`src/rtl/locked_serial_adder.sv`:
```
// Key-locked digit-serial adder: WIDTH-bit add at DIGIT bits per cycle, carry held in a flop.
// Three XOR/XNOR key gates per digit; the key is loaded LSB-first through a serial shift port.
module locked_serial_adder #(
  parameter int unsigned WIDTH = 8,
  parameter int unsigned DIGIT = 2,
  parameter logic [3*(WIDTH/DIGIT)-1:0] KEY_POL = 12'hA5C
) (
  input  logic             clk,
  input  logic             rst_n,
  input  logic             key_shift_en,
  input  logic             key_si,
  input  logic             in_valid,
  output logic             in_ready,
  input  logic [WIDTH-1:0] a,
  input  logic [WIDTH-1:0] b,
  input  logic             cin,
  output logic             out_valid,
  input  logic             out_ready,
  output logic [WIDTH-1:0] sum,
  output logic             cout
);

  localparam int unsigned NDIG = WIDTH / DIGIT;
  localparam int unsigned KEYW = 3 * NDIG;
  localparam int unsigned CW   = (NDIG > 1) ? $clog2(NDIG) : 1;
  localparam logic [CW-1:0] LastDig = CW'(NDIG - 1);

  localparam logic [1:0] StIdle = 2'd0;
  localparam logic [1:0] StRun  = 2'd1;
  localparam logic [1:0] StDone = 2'd2;

  logic [1:0]       r_state;
  logic [1:0]       w_state_next;
  logic [KEYW-1:0]  r_key;
  logic [WIDTH-1:0] r_a;
  logic [WIDTH-1:0] r_b;
  logic             r_carry;
  logic [CW-1:0]    r_cnt;
  logic [WIDTH-1:0] r_acc;
  logic [WIDTH-1:0] r_sum;
  logic             r_cout;

  logic             w_accept;
  logic             w_key_shift;
  logic             w_last;
  logic [KEYW-1:0]  w_kx;
  logic [2:0]       w_dkx;
  logic [DIGIT-1:0] w_dsum;
  logic             w_dcarry;
  logic [WIDTH-1:0] w_acc_next;
  logic             w_c;
  logic             w_p;
  logic             w_g;
  logic             w_pg;

  assign in_ready    = (r_state == StIdle);
  assign out_valid   = (r_state == StDone);
  assign sum         = r_sum;
  assign cout        = r_cout;
  assign w_accept    = in_valid && (r_state == StIdle);
  assign w_key_shift = key_shift_en && (r_state != StRun);
  assign w_last      = (r_cnt == LastDig);

  // A set bit in w_kx means that gate inverts its signal.
  assign w_kx  = r_key ^ KEY_POL;
  assign w_dkx = 3'(w_kx >> (3 * r_cnt));

  // Operands shift right by one digit per cycle, so the active digit is always at the bottom.
  always_comb begin
    w_c    = r_carry;
    w_p    = 1'b0;
    w_g    = 1'b0;
    w_pg   = 1'b0;
    w_dsum = '0;
    for (int i = 0; i < int'(DIGIT); i++) begin
      w_p = r_a[i] ^ r_b[i];
      w_g = r_a[i] & r_b[i];
      if (i == 0) begin
        w_dsum[i] = w_p ^ w_c ^ w_dkx[0];
        w_c       = w_g | ((w_p & w_c) ^ w_dkx[2]);
      end else if (i == int'(DIGIT) - 1) begin
        w_pg      = w_p ^ w_dkx[1];
        w_dsum[i] = w_pg ^ w_c;
        w_c       = w_g | (w_pg & w_c);
      end else begin
        w_dsum[i] = w_p ^ w_c;
        w_c       = w_g | (w_p & w_c);
      end
    end
    w_dcarry = w_c;
  end

  // Result digits enter at the top and settle into place after NDIG shifts.
  assign w_acc_next = WIDTH'({w_dsum, r_acc} >> DIGIT);

  always_comb begin
    w_state_next = r_state;
    case (r_state)
      StIdle:  if (w_accept) w_state_next = StRun;
      StRun:   if (w_last) w_state_next = StDone;
      StDone:  if (out_ready) w_state_next = StIdle;
      default: w_state_next = StIdle;
    endcase
  end

  always_ff @(posedge clk or negedge rst_n) begin
    if (!rst_n) begin
      r_state <= StIdle;
      r_key   <= '0;
      r_a     <= '0;
      r_b     <= '0;
      r_carry <= 1'b0;
      r_cnt   <= '0;
      r_acc   <= '0;
      r_sum   <= '0;
      r_cout  <= 1'b0;
    end else begin
      r_state <= w_state_next;
      if (w_key_shift) begin
        r_key <= {key_si, r_key[KEYW-1:1]};
      end
      if (w_accept) begin
        r_a     <= a;
        r_b     <= b;
        r_carry <= cin;
        r_cnt   <= '0;
        r_acc   <= '0;
      end else if (r_state == StRun) begin
        r_a     <= r_a >> DIGIT;
        r_b     <= r_b >> DIGIT;
        r_carry <= w_dcarry;
        r_acc   <= w_acc_next;
        r_cnt   <= r_cnt + 1'b1;
        if (w_last) begin
          r_sum  <= w_acc_next;
          r_cout <= w_dcarry;
        end
      end
    end
  end

endmodule

```
`config.mk`:
```
export PLATFORM = sky130hd
export DESIGN_NAME = locked_serial_adder
export DESIGN_NICKNAME = d
export VERILOG_FILES = /design/src/rtl/locked_serial_adder.sv
export SDC_FILE = /design/constraint.sdc
export NUM_CORES = 1
export LEC_CHECK = 0
export ABC_AREA = 0
export BUFFER_PORTS_ARGS = -buffer_cell sky130_fd_sc_hd__buf_2
export CORE_MARGIN = 5
export CORE_UTILIZATION = 50
export DETAILED_ROUTE_END_ITERATION = 6
export PLACE_DENSITY = 0.75
export SYNTH_ARGS = -nofsm -noshare
export SYNTH_HDL_FRONTEND = slang
export SYNTH_SLANG_ARGS = --single-unit
```
`constraint.sdc`:
```
create_clock -name clk -period 1.95 [get_ports clk]
set_clock_uncertainty 0.15 [all_clocks]
set_input_delay 0 -clock clk [delete_from_list [all_inputs] [get_ports clk]]
set_output_delay 0 -clock clk [all_outputs]
set_load 0.1 [all_outputs]
```
==> summary.txt, run 1 <==
Worst setup path
  – Worst-path fanout max: 2
  – Crit path arrival time: 1.99 ns
  – WP data required: 1.99 ns
  – CP startpoint kind: flip-flop
  – Critical setup path kind: reg2reg
  – Endpoint type of the worst setup path: flip-flop
  – Setup slack, reg-to-reg: -0.006 ns

Timing
  – Count of final hold-check violations: 0
  – Slew at the pin with the worst max-slew slack: 0.561 ns
  – Unrepaired setup endpoints after global routing: yes
  – Setup WS post-layout: -0.00612 ns
  – Setup violators final: 1
  – Slew HR: 0.626
  – Slew Limit Fails: 0
  – Final hold slack: 0.0386 ns
  – Fin crit share: 1.00
  – Maximum operating frequency: 511 MHz
  – Fin crit period: 1.96 ns

Placement
  – DP Wirelength: 2.81 mm
  – PortBufs: 33
  – Place WS: -0.0194 ns
  – RD Place Congestion: 0.759

Global route
  – First-pass GRT wire length: 7.09 mm
  – Gr busiest metal: met2
  – Grt met3 use: 0.0432
  – Initial antenna violation count: 0
  – M1 GR Usage: 0.211
  – Met2 GRT Util: 0.302
  – Overflow after GRT: 0
  – Total GRT Usage: 0.172
  – Pin count of the biggest net entering global routing: 30
  – Vias in the first global route: 1518

Min path
  – Hold WC Path Type: in2reg

Finish
  – Nets: 272
  – Layout area overhead: 27.7%
  – Antenna Cells: 0
  – Layout cells sized above 1: 0.314

Detailed routing
  – Vias per inst: 5.12
  – DR WL/cell: 14.3 um
  – DR pass1 iterations: 4
  – 1st-iter DRT viols: 61
  – Drc violations: 0
  – Vias: 1511
  – Routed wire length: 4.20 mm
  – Detail Route Antenna Nets: 0

Die
  – Die Footprint: 5520 sq um
  – Initial core utilization: 0.516
  – Row cnt: 23
  – Die W: 74.3 um
  – IO Count: 34
  – Die Span Y: 74.3 um
  – CORE AREA: 4000 sq um

Synthesis
  – Primary FF master, synth: dfrtp_1
  – Post-synth top area share: 0.581
  – Post-synth EDFFs: 0
  – Cell count after synthesis: 184
  – Mapped Nets: 212
  – Dominant cells by area after synthesis: dfrtp_1 (58%), nand2_1 (9.4%), mux2_2 (8.7%), a22oi_1 (4.4%), o21ai_0 (3.9%)
  – Synth Warn #: 0
  – Yosys cell types: 24
  – Leading area contributor after synthesis: dfrtp_1
  – Asr flop ratio synth: 1.00
  – Post-Syn Area: 2070 sq um
  – Seq/Total Area, Yosys: 0.581
  – Register bit total from synthesis: 48
  – Synth Area per Inst: 11.2 sq um

CTS
  – Post-CTS setup buffers: 0
  – Clock root buffer: clkbuf_8
  – Sink Count: 48
  – Worst-skew pair later-pin latency: 0.30 ns
  – Num CTS Buffers: 5
  – CTS max path bufs: 2
  – CTS tree: yes
  – H-tree Lvls: 2
  – Clock transition at the registers of the reported paths: 0.09 ns

Run
  – Max cap viols: 0

Status
  – Outcome: finished with violations
  – Failing checks: setup timing
[cells in the final DEF, fill, tap and decap left out]
cell / netlist / final
inv_2: 0 / 1
o22ai_1: 1 / 1
dfrtp_1: 48 / 48
o21ai_1: 1 / 1
dlygate4sd3_1: 0 / 20
ha_2: 0 / 2
mux2_2: 16 / 16
buf_2: 5 / 33
nand2b_1: 3 / 3
a221o_1: 1 / 1
buf_4: 2 / 10
clkinv_2: 0 / 1
mux4_2: 3 / 3
clkbuf_1: 2 / 1
nor3b_2: 0 / 1
nand2_2: 1 / 1
nor2_2: 1 / 2
a22oi_1: 12 / 12
clkbuf_8: 0 / 5
inv_1: 5 / 4
nor2b_1: 1 / 1
xnor2_2: 0 / 1
ha_1: 5 / 3
bufinv_16: 0 / 1
xor2_1: 2 / 2
nor2_1: 3 / 2
o21ai_0: 16 / 16
nand2_1: 52 / 52
o21bai_1: 1 / 1
[per-layer routing]
| layer | routed length (um) | part of all wire |
|---|---|---|
| met1 | 1830 | 0.44 |
| met2 | 2150 | 0.51 |
| met3 | 213 | 0.051 |
| met4 | 10 | 0.0024 |
| met5 | 0 | 0 |
[cell usage after synthesis (all sizes together), types with 2 or more instances]
cell type and count:
dfrtp 48, nor2 4, buf 8, nand2b 3, ha 5, inv 5, o21ai 17, clkbuf 2
a22oi 12, nand2 53, xor2 2, mux4 3, mux2 16
[cell type report]
class | count | area [sq um]
clock buffers | 6 | 72.6
clock inverters | 2 | 35.0
fillers | 313 | 1360
inverters | 5 | 18.8
multi-input cells | 121 | 807
flip-flops and latches | 48 | 1200
well taps | 50 | 62.6
repair buffers | 63 | 440
[sequential cells by signal (all words and copies together), names as in the netlist]
signal,count
r_cnt,2
r_carry,1
r_a,8
r_acc,6
cout,1
sum,8
r_key,12
r_state,2
r_b,8
[path summary, 6_finish.rpt]
| kind | start | end | cells after the start |
|---|---|---|---|
| min in group asynchronous | rst_n | r_key[2] | 2 |
| hold reg to reg | r_b[2] | r_b[2] | 2 |
| hold / removal | key_shift_en | r_key[1] | 4 |
| setup / recovery | r_cnt[1] | r_carry | 7 |
| max in group asynchronous | rst_n | r_acc[2] | 3 |
| setup reg to reg | r_cnt[1] | r_carry | 7 |
[stage by stage]
stage | std cells | utilization | cell area [sq um] | TNS, ns
6_report | 295 | 0.659 | 2640 | -0.00612
5_1_grt | 295 | 0.659 | 2640 | -0.150
4_1_cts | 295 | 0.657 | 2630 | 0
3_5_place_dp | 267 | 0.579 | 2310 | -0.0194
3_3_place_gp | 267 | 0.579 | 2310 | 0
2_1_floorplan | 184 | - | 2070 | -0.000624
[worst max-delay path, cell delays in order, from the launching register on]
cell      delay (ns)
dfrtp_1         0.37
mux4_2          0.53
xnor2_2         0.13
nand2b_1        0.08
ha_2            0.18
nor2_2          0.10
nor2_1          0.05
a221o_1         0.25
[kinds of logic (layout without fill, tap and decap cells)]
family / count (synthesis) / in the layout / share of synthesized area
AND/OR/NAND/NOR: 62 / 62 / 0.122
flip-flops: 48 / 48 / 0.581
AO/OA/AOI/OAI: 32 / 32 / 0.0963
multiplexers: 19 / 19 / 0.120
buffers and inverters: 15 / 76 / 0.0376
adder cells (fa/ha/maj): 5 / 5 / 0.0303
XOR/XNOR: 3 / 3 / 0.0127
[repair_timing]
action / 4_1_cts / 5_1_grt
setup endpoints to repair: 1 / 2
endpoints found under the hold margin: 67 / 0
gates resized for setup: 2 / 3
hold buffers: 20 / 0
Power of run 1 is not shown: default switching activity piles up to over one toggle a cycle in this logic, so the estimate is an artifact.
==> run 2: changes to the inputs <==
Settings changed: PLACE_DENSITY 0.75 to 0.72.
Clock period 1.95 ns to 1.9 ns, I/O delays scaled along.
==> summary.txt, run 2 (synthesized netlist as in run 1, its figures left out) <==
Detailed routing
  – 1st-iter DRT viols: 57
  – DR pass1 iterations: 4
  – Detail Route Antenna Nets: 0
  – Vias per inst: 5.06
  – Routed wire length: 4.14 mm
  – Drc violations: 0
  – Vias: 1504
  – DR WL/cell: 13.9 um

Min path
  – Hold path start: key_shift_en
  – Min-Delay Path Depth: 4
  – Hold Crit Endpoint: r_key[1]
  – Hold WC Path Type: in2reg

Global route
  – Pin count of the biggest net entering global routing: 49
  – Vias in the first global route: 1572
  – Total GRT Usage: 0.172
  – Initial antenna violation count: 0
  – Overflow after GRT: 0
  – First-pass GRT wire length: 7.18 mm

Worst setup path
  – Critical setup path kind: reg2reg
  – Crit-path cells: mux4_2 > xnor2_1 > nand2b_1 > ha_2 > nor2_4 > nor2_2 > a221o_1
  – Endpoint type of the worst setup path: flip-flop
  – Setup slack, reg-to-reg: -0.04 ns
  – Crit path arrival time: 1.98 ns
  – RR Endpoint: r_carry
  – Crit-path max cell delay: 0.52 ns
  – CP top delay family: multiplexers
  – Worst-path fanout max: 2
  – CP startpoint kind: flip-flop
  – Buf+Inv Stages, Crit Path: 0
  – Worst reg2reg path depth: 7
  – WP data required: 1.94 ns
  – Reg2reg start: r_cnt[1]
  – CP max-delay cell: mux4_2

Placement
  – PortBufs: 33
  – Place WS: -0.0863 ns
  – RD Place Congestion: 0.754
  – DP Wirelength: 2.64 mm

CTS
  – Clock root buffer: clkbuf_8
  – CTS tree: yes
  – Worst-skew pair later-pin latency: 0.30 ns
  – CTS max path bufs: 2
  – Num CTS Buffers: 5
  – Post-CTS setup buffers: 0
  – Clock transition at the registers of the reported paths: 0.08 ns
  – H-tree Lvls: 2
  – Sink Count: 48

Finish
  – Most common cell after layout, fill and taps aside: nand2_1
  – Most frequent cells in the layout: nand2_1 (52), dfrtp_1 (48), buf_2 (33), dlygate4sd3_1 (20)
  – Layout cells sized above 1: 0.308
  – Antenna Cells: 0
  – Largest register FFs: 12
  – Register name with the most flops: r_key
  – Nets: 274
  – Layout area overhead: 28.6%

Power
  – Combinational power share: 0.541
  – VDD IR-drop max: 0.903 mV
  – Final Power: 5170 uW
  – PwrDens: 1950 nW/um^2
  – Pint: 2800 uW
  – Sw frac: 0.458
  – Leak: 0.00131 uW
  – Seq pwr share: 0.341
  – NetSw: 2370 uW
  – Clock power frac: 0.118

Timing
  – Final hold slack: 0.0386 ns
  – Unrepaired setup endpoints after global routing: yes
  – Fin crit period: 1.94 ns
  – Slew HR: 0.673
  – Setup violators final: 2
  – Slew Limit Fails: 0
  – Slew at the pin with the worst max-slew slack: 0.494 ns
  – Setup WS post-layout: -0.0415 ns
  – Maximum operating frequency: 515 MHz
  – Count of final hold-check violations: 0
  – Fin crit share: 1.02

Die
  – IO Count: 34
  – Die W: 74.3 um
  – Die Span Y: 74.3 um
  – Initial core utilization: 0.516
  – Row cnt: 23
  – CORE AREA: 4000 sq um
  – Die Footprint: 5520 sq um

Run
  – Max cap viols: 0

Status
  – Outcome: finished with violations
  – Failing checks: setup timing
-- run 2: repair_timing --
action	in CTS	in global routing
endpoints found under the hold margin	67	0
pin swaps	0	1
endpoints found under the setup margin	2	2
hold buffers	20	0
resized for setup	2	2
-- run 2: area by class of cell --
cell class | count | area [sq um]
multi-input combinational | 121 | 805
sequential | 48 | 1200
timing repair buffer | 65 | 480
inverter | 5 | 18.8
clock buffer | 8 | 90.1
tap | 50 | 62.6
fill | 308 | 1340
-- run 2: through the flow --
step	TNS [ns]	utilization	instance area [sq um]	std cells
4_1_cts	-0.0512	0.662	2650	297
6_report	-0.0530	0.664	2660	297
3_3_place_gp	-0.0166	0.589	2350	269
3_5_place_dp	-0.108	0.589	2350	269
2_1_floorplan	-0.0753	-	2070	184
5_1_grt	-0.239	0.664	2660	297
-- run 2: metal layers --
metal | part of all wire | GRT usage
met2 | 0.50 | 0.288
met1 | 0.43 | 0.218
met3 | 0.048 | 0.0365
met5 | 0 | 0
met4 | 0.018 | 0.0711
-- run 2: how the worst max path moves through the flow --
stage	startpoint	endpoint	slack, ns	cells after the start
detailed placement	r_cnt[1]	r_carry	-0.09	7
global route	r_cnt[1]	r_carry	-0.16	7
finish	r_cnt[1]	r_carry	-0.04	7
global placement	r_cnt[1]	r_carry	-0.02	7
CTS	r_cnt[1]	r_carry	-0.05	7
floorplan	r_cnt[1]	r_carry	-0.05	7
-- run 2: power by group through the flow --
stage	clock (uW)	sequential (uW)	combinational [uW]
after floorplan	0	2380	1480
after global placement	0	1760	2650
after detailed placement	0	1780	2700
after CTS	626	1770	2770
after global routing	667	1820	3050
final	608	1770	2800
-- run 2: worst register-to-register path: cells and delay by family (launching register included) --
kind | cells | cell delay [ns]
AO/OA/AOI/OAI | 1 | 0.25
adder cells (fa/ha/maj) | 1 | 0.18
AND/OR/NAND/NOR | 3 | 0.19
multiplexers | 1 | 0.52
XOR/XNOR | 1 | 0.17
flip-flops | 1 | 0.37
Note: power is estimated with default switching activity, not from simulation.
==> run 3: changes to the inputs <==
Settings changed: BUFFER_PORTS_ARGS -buffer_cell sky130_fd_sc_hd__buf_2 to unset, DONT_BUFFER_PORTS set to 1, PLACE_DENSITY 0.72 to unset.
==> summary.txt, run 3 (synthesized netlist as in run 1, its figures left out) <==
Worst setup path
  – Setup slack, reg-to-reg: -0.04 ns
  – CP max-delay cell: mux4_2
  – Critical setup path kind: reg2reg
  – Crit path arrival time: 1.98 ns
  – Endpoint type of the worst setup path: flip-flop
  – Worst reg2reg path depth: 7
  – Reg2reg start: r_cnt[1]
  – CP startpoint kind: flip-flop
  – Crit-path max cell delay: 0.54 ns
  – Buf+Inv Stages, Crit Path: 0
  – CP top delay family: multiplexers
  – Worst-path fanout max: 2
  – RR Endpoint: r_carry
  – WP data required: 1.93 ns
  – Crit-path cells: mux4_2 > xnor2_2 > nand2b_1 > ha_2 > nor2_4 > nor2_2 > a221o_1

Die
  – IO Count: 34
  – Die Footprint: 5520 sq um
  – Die Span Y: 74.3 um
  – Die W: 74.3 um
  – CORE AREA: 4000 sq um
  – Initial core utilization: 0.516
  – Row cnt: 23

CTS
  – Sink Count: 48
  – Post-CTS setup buffers: 0
  – Worst-skew pair later-pin latency: 0.29 ns
  – Num CTS Buffers: 5
  – CTS tree: yes
  – Clock root buffer: clkbuf_8
  – Clock transition at the registers of the reported paths: 0.08 ns
  – H-tree Lvls: 2
  – CTS max path bufs: 2

Timing
  – Slew Limit Fails: 0
  – Fin crit period: 1.94 ns
  – Unrepaired setup endpoints after global routing: yes
  – Maximum operating frequency: 514 MHz
  – Setup WS post-layout: -0.0448 ns
  – Fin crit share: 1.02
  – Setup violators final: 2
  – Slew HR: 0.713
  – Count of final hold-check violations: 0
  – Slew at the pin with the worst max-slew slack: 0.430 ns
  – Final hold slack: 0.0474 ns
  – Final setup TNS: -0.0609 ns

Placement
  – DP Wirelength: 2.84 mm
  – PortBufs: 0
  – RD Place Congestion: 0.796
  – Place WS: -0.0747 ns

Global route
  – Total GRT Usage: 0.177
  – Pin count of the biggest net entering global routing: 49
  – Vias in the first global route: 1633
  – Overflow after GRT: 0
  – First-pass GRT wire length: 7.49 mm
  – Initial antenna violation count: 0

Detailed routing
  – Routed wire length: 4.17 mm
  – Vias per inst: 5.30
  – Vias: 1462
  – DR pass1 iterations: 5
  – Drc violations: 0
  – 1st-iter DRT viols: 64
  – DR WL/cell: 15.1 um
  – Detail Route Antenna Nets: 0

Finish
  – Multi-input gate area: 817 sq um
  – Layout cells sized above 1: 0.257
  – Most frequent cells in the layout: nand2_1 (52), dfrtp_1 (48), buf_4 (23), dlygate4sd3_1 (21), mux2_2 (16)
  – Antenna Cells: 0
  – Fill cell count: 323
  – Register name with the most flops: r_key
  – Layout area overhead: 25.3%
  – Largest register FFs: 12
  – Nets: 254
  – FF+latch area: 1200 sq um
  – Most common cell after layout, fill and taps aside: nand2_1
  – Fin util: 0.647

Min path
  – Hold Crit Endpoint: r_acc[2]
  – Hold WC Path Type: in2reg
  – Min-Delay Path Depth: 3
  – Hold path start: in_valid

Status
  – Failing checks: setup timing
  – Outcome: finished with violations

Run
  – Max cap viols: 0
run 3: worst register-to-register path, stage by stage (launching register included):
cell and delay (ns):
dfrtp_1 0.38, mux4_2 0.54, xnor2_2 0.14, nand2b_1 0.07
ha_2 0.18, nor2_4 0.09, nor2_2 0.04, a221o_1 0.25
run 3: metal layers:
metal | up-vias | routed length [um] | global-route usage
met4 | 0 | 46 | 0.0672
met5 | - | 0 | 0
met1 | 712 | 1720 | 0.216
li1 | 704 | - | -
met2 | 40 | 2180 | 0.306
met3 | 6 | 227 | 0.0392
run 3: cell type report:
type                            count  share of cell area
Clock buffer                        6              0.0280
Clock inverter                      1             0.00193
Inverter                            5             0.00725
Multi-Input combinational cell    121               0.316
Sequential cell                    48               0.464
Tap cell                           50              0.0242
Timing Repair Buffer               45               0.159
run 3: how the worst max path moves through the flow:
| stage | startpoint | end | slack [ns] | depth (start not counted) |
|---|---|---|---|---|
| floorplan | r_cnt[1] | r_carry | -0.05 | 7 |
| global placement | r_cnt[1] | r_carry | -0.02 | 7 |
| detailed placement | r_cnt[1] | r_carry | -0.07 | 7 |
| CTS | r_cnt[1] | r_carry | -0.05 | 7 |
| global route | r_cnt[1] | r_carry | -0.17 | 7 |
| finish | r_cnt[1] | r_carry | -0.04 | 7 |
run 3: what timing repair did:
item | 4_1_cts | 5_1_grt
resized for setup | 2 | 5
hold buffers | 22 | 0
endpoints found under the hold margin | 70 | 0
endpoints found under the setup margin | 2 | 4
run 3: metrics by stage:
| step | std cells | instance area [sq um] |
|---|---|---|
| 3_3_place_gp | 247 | 2250 |
| 5_1_grt | 276 | 2590 |
| 3_5_place_dp | 247 | 2250 |
| 4_1_cts | 276 | 2570 |
| 6_report | 276 | 2590 |
| 2_1_floorplan | 184 | 2070 |
Power of run 3 is left out for the same reason.
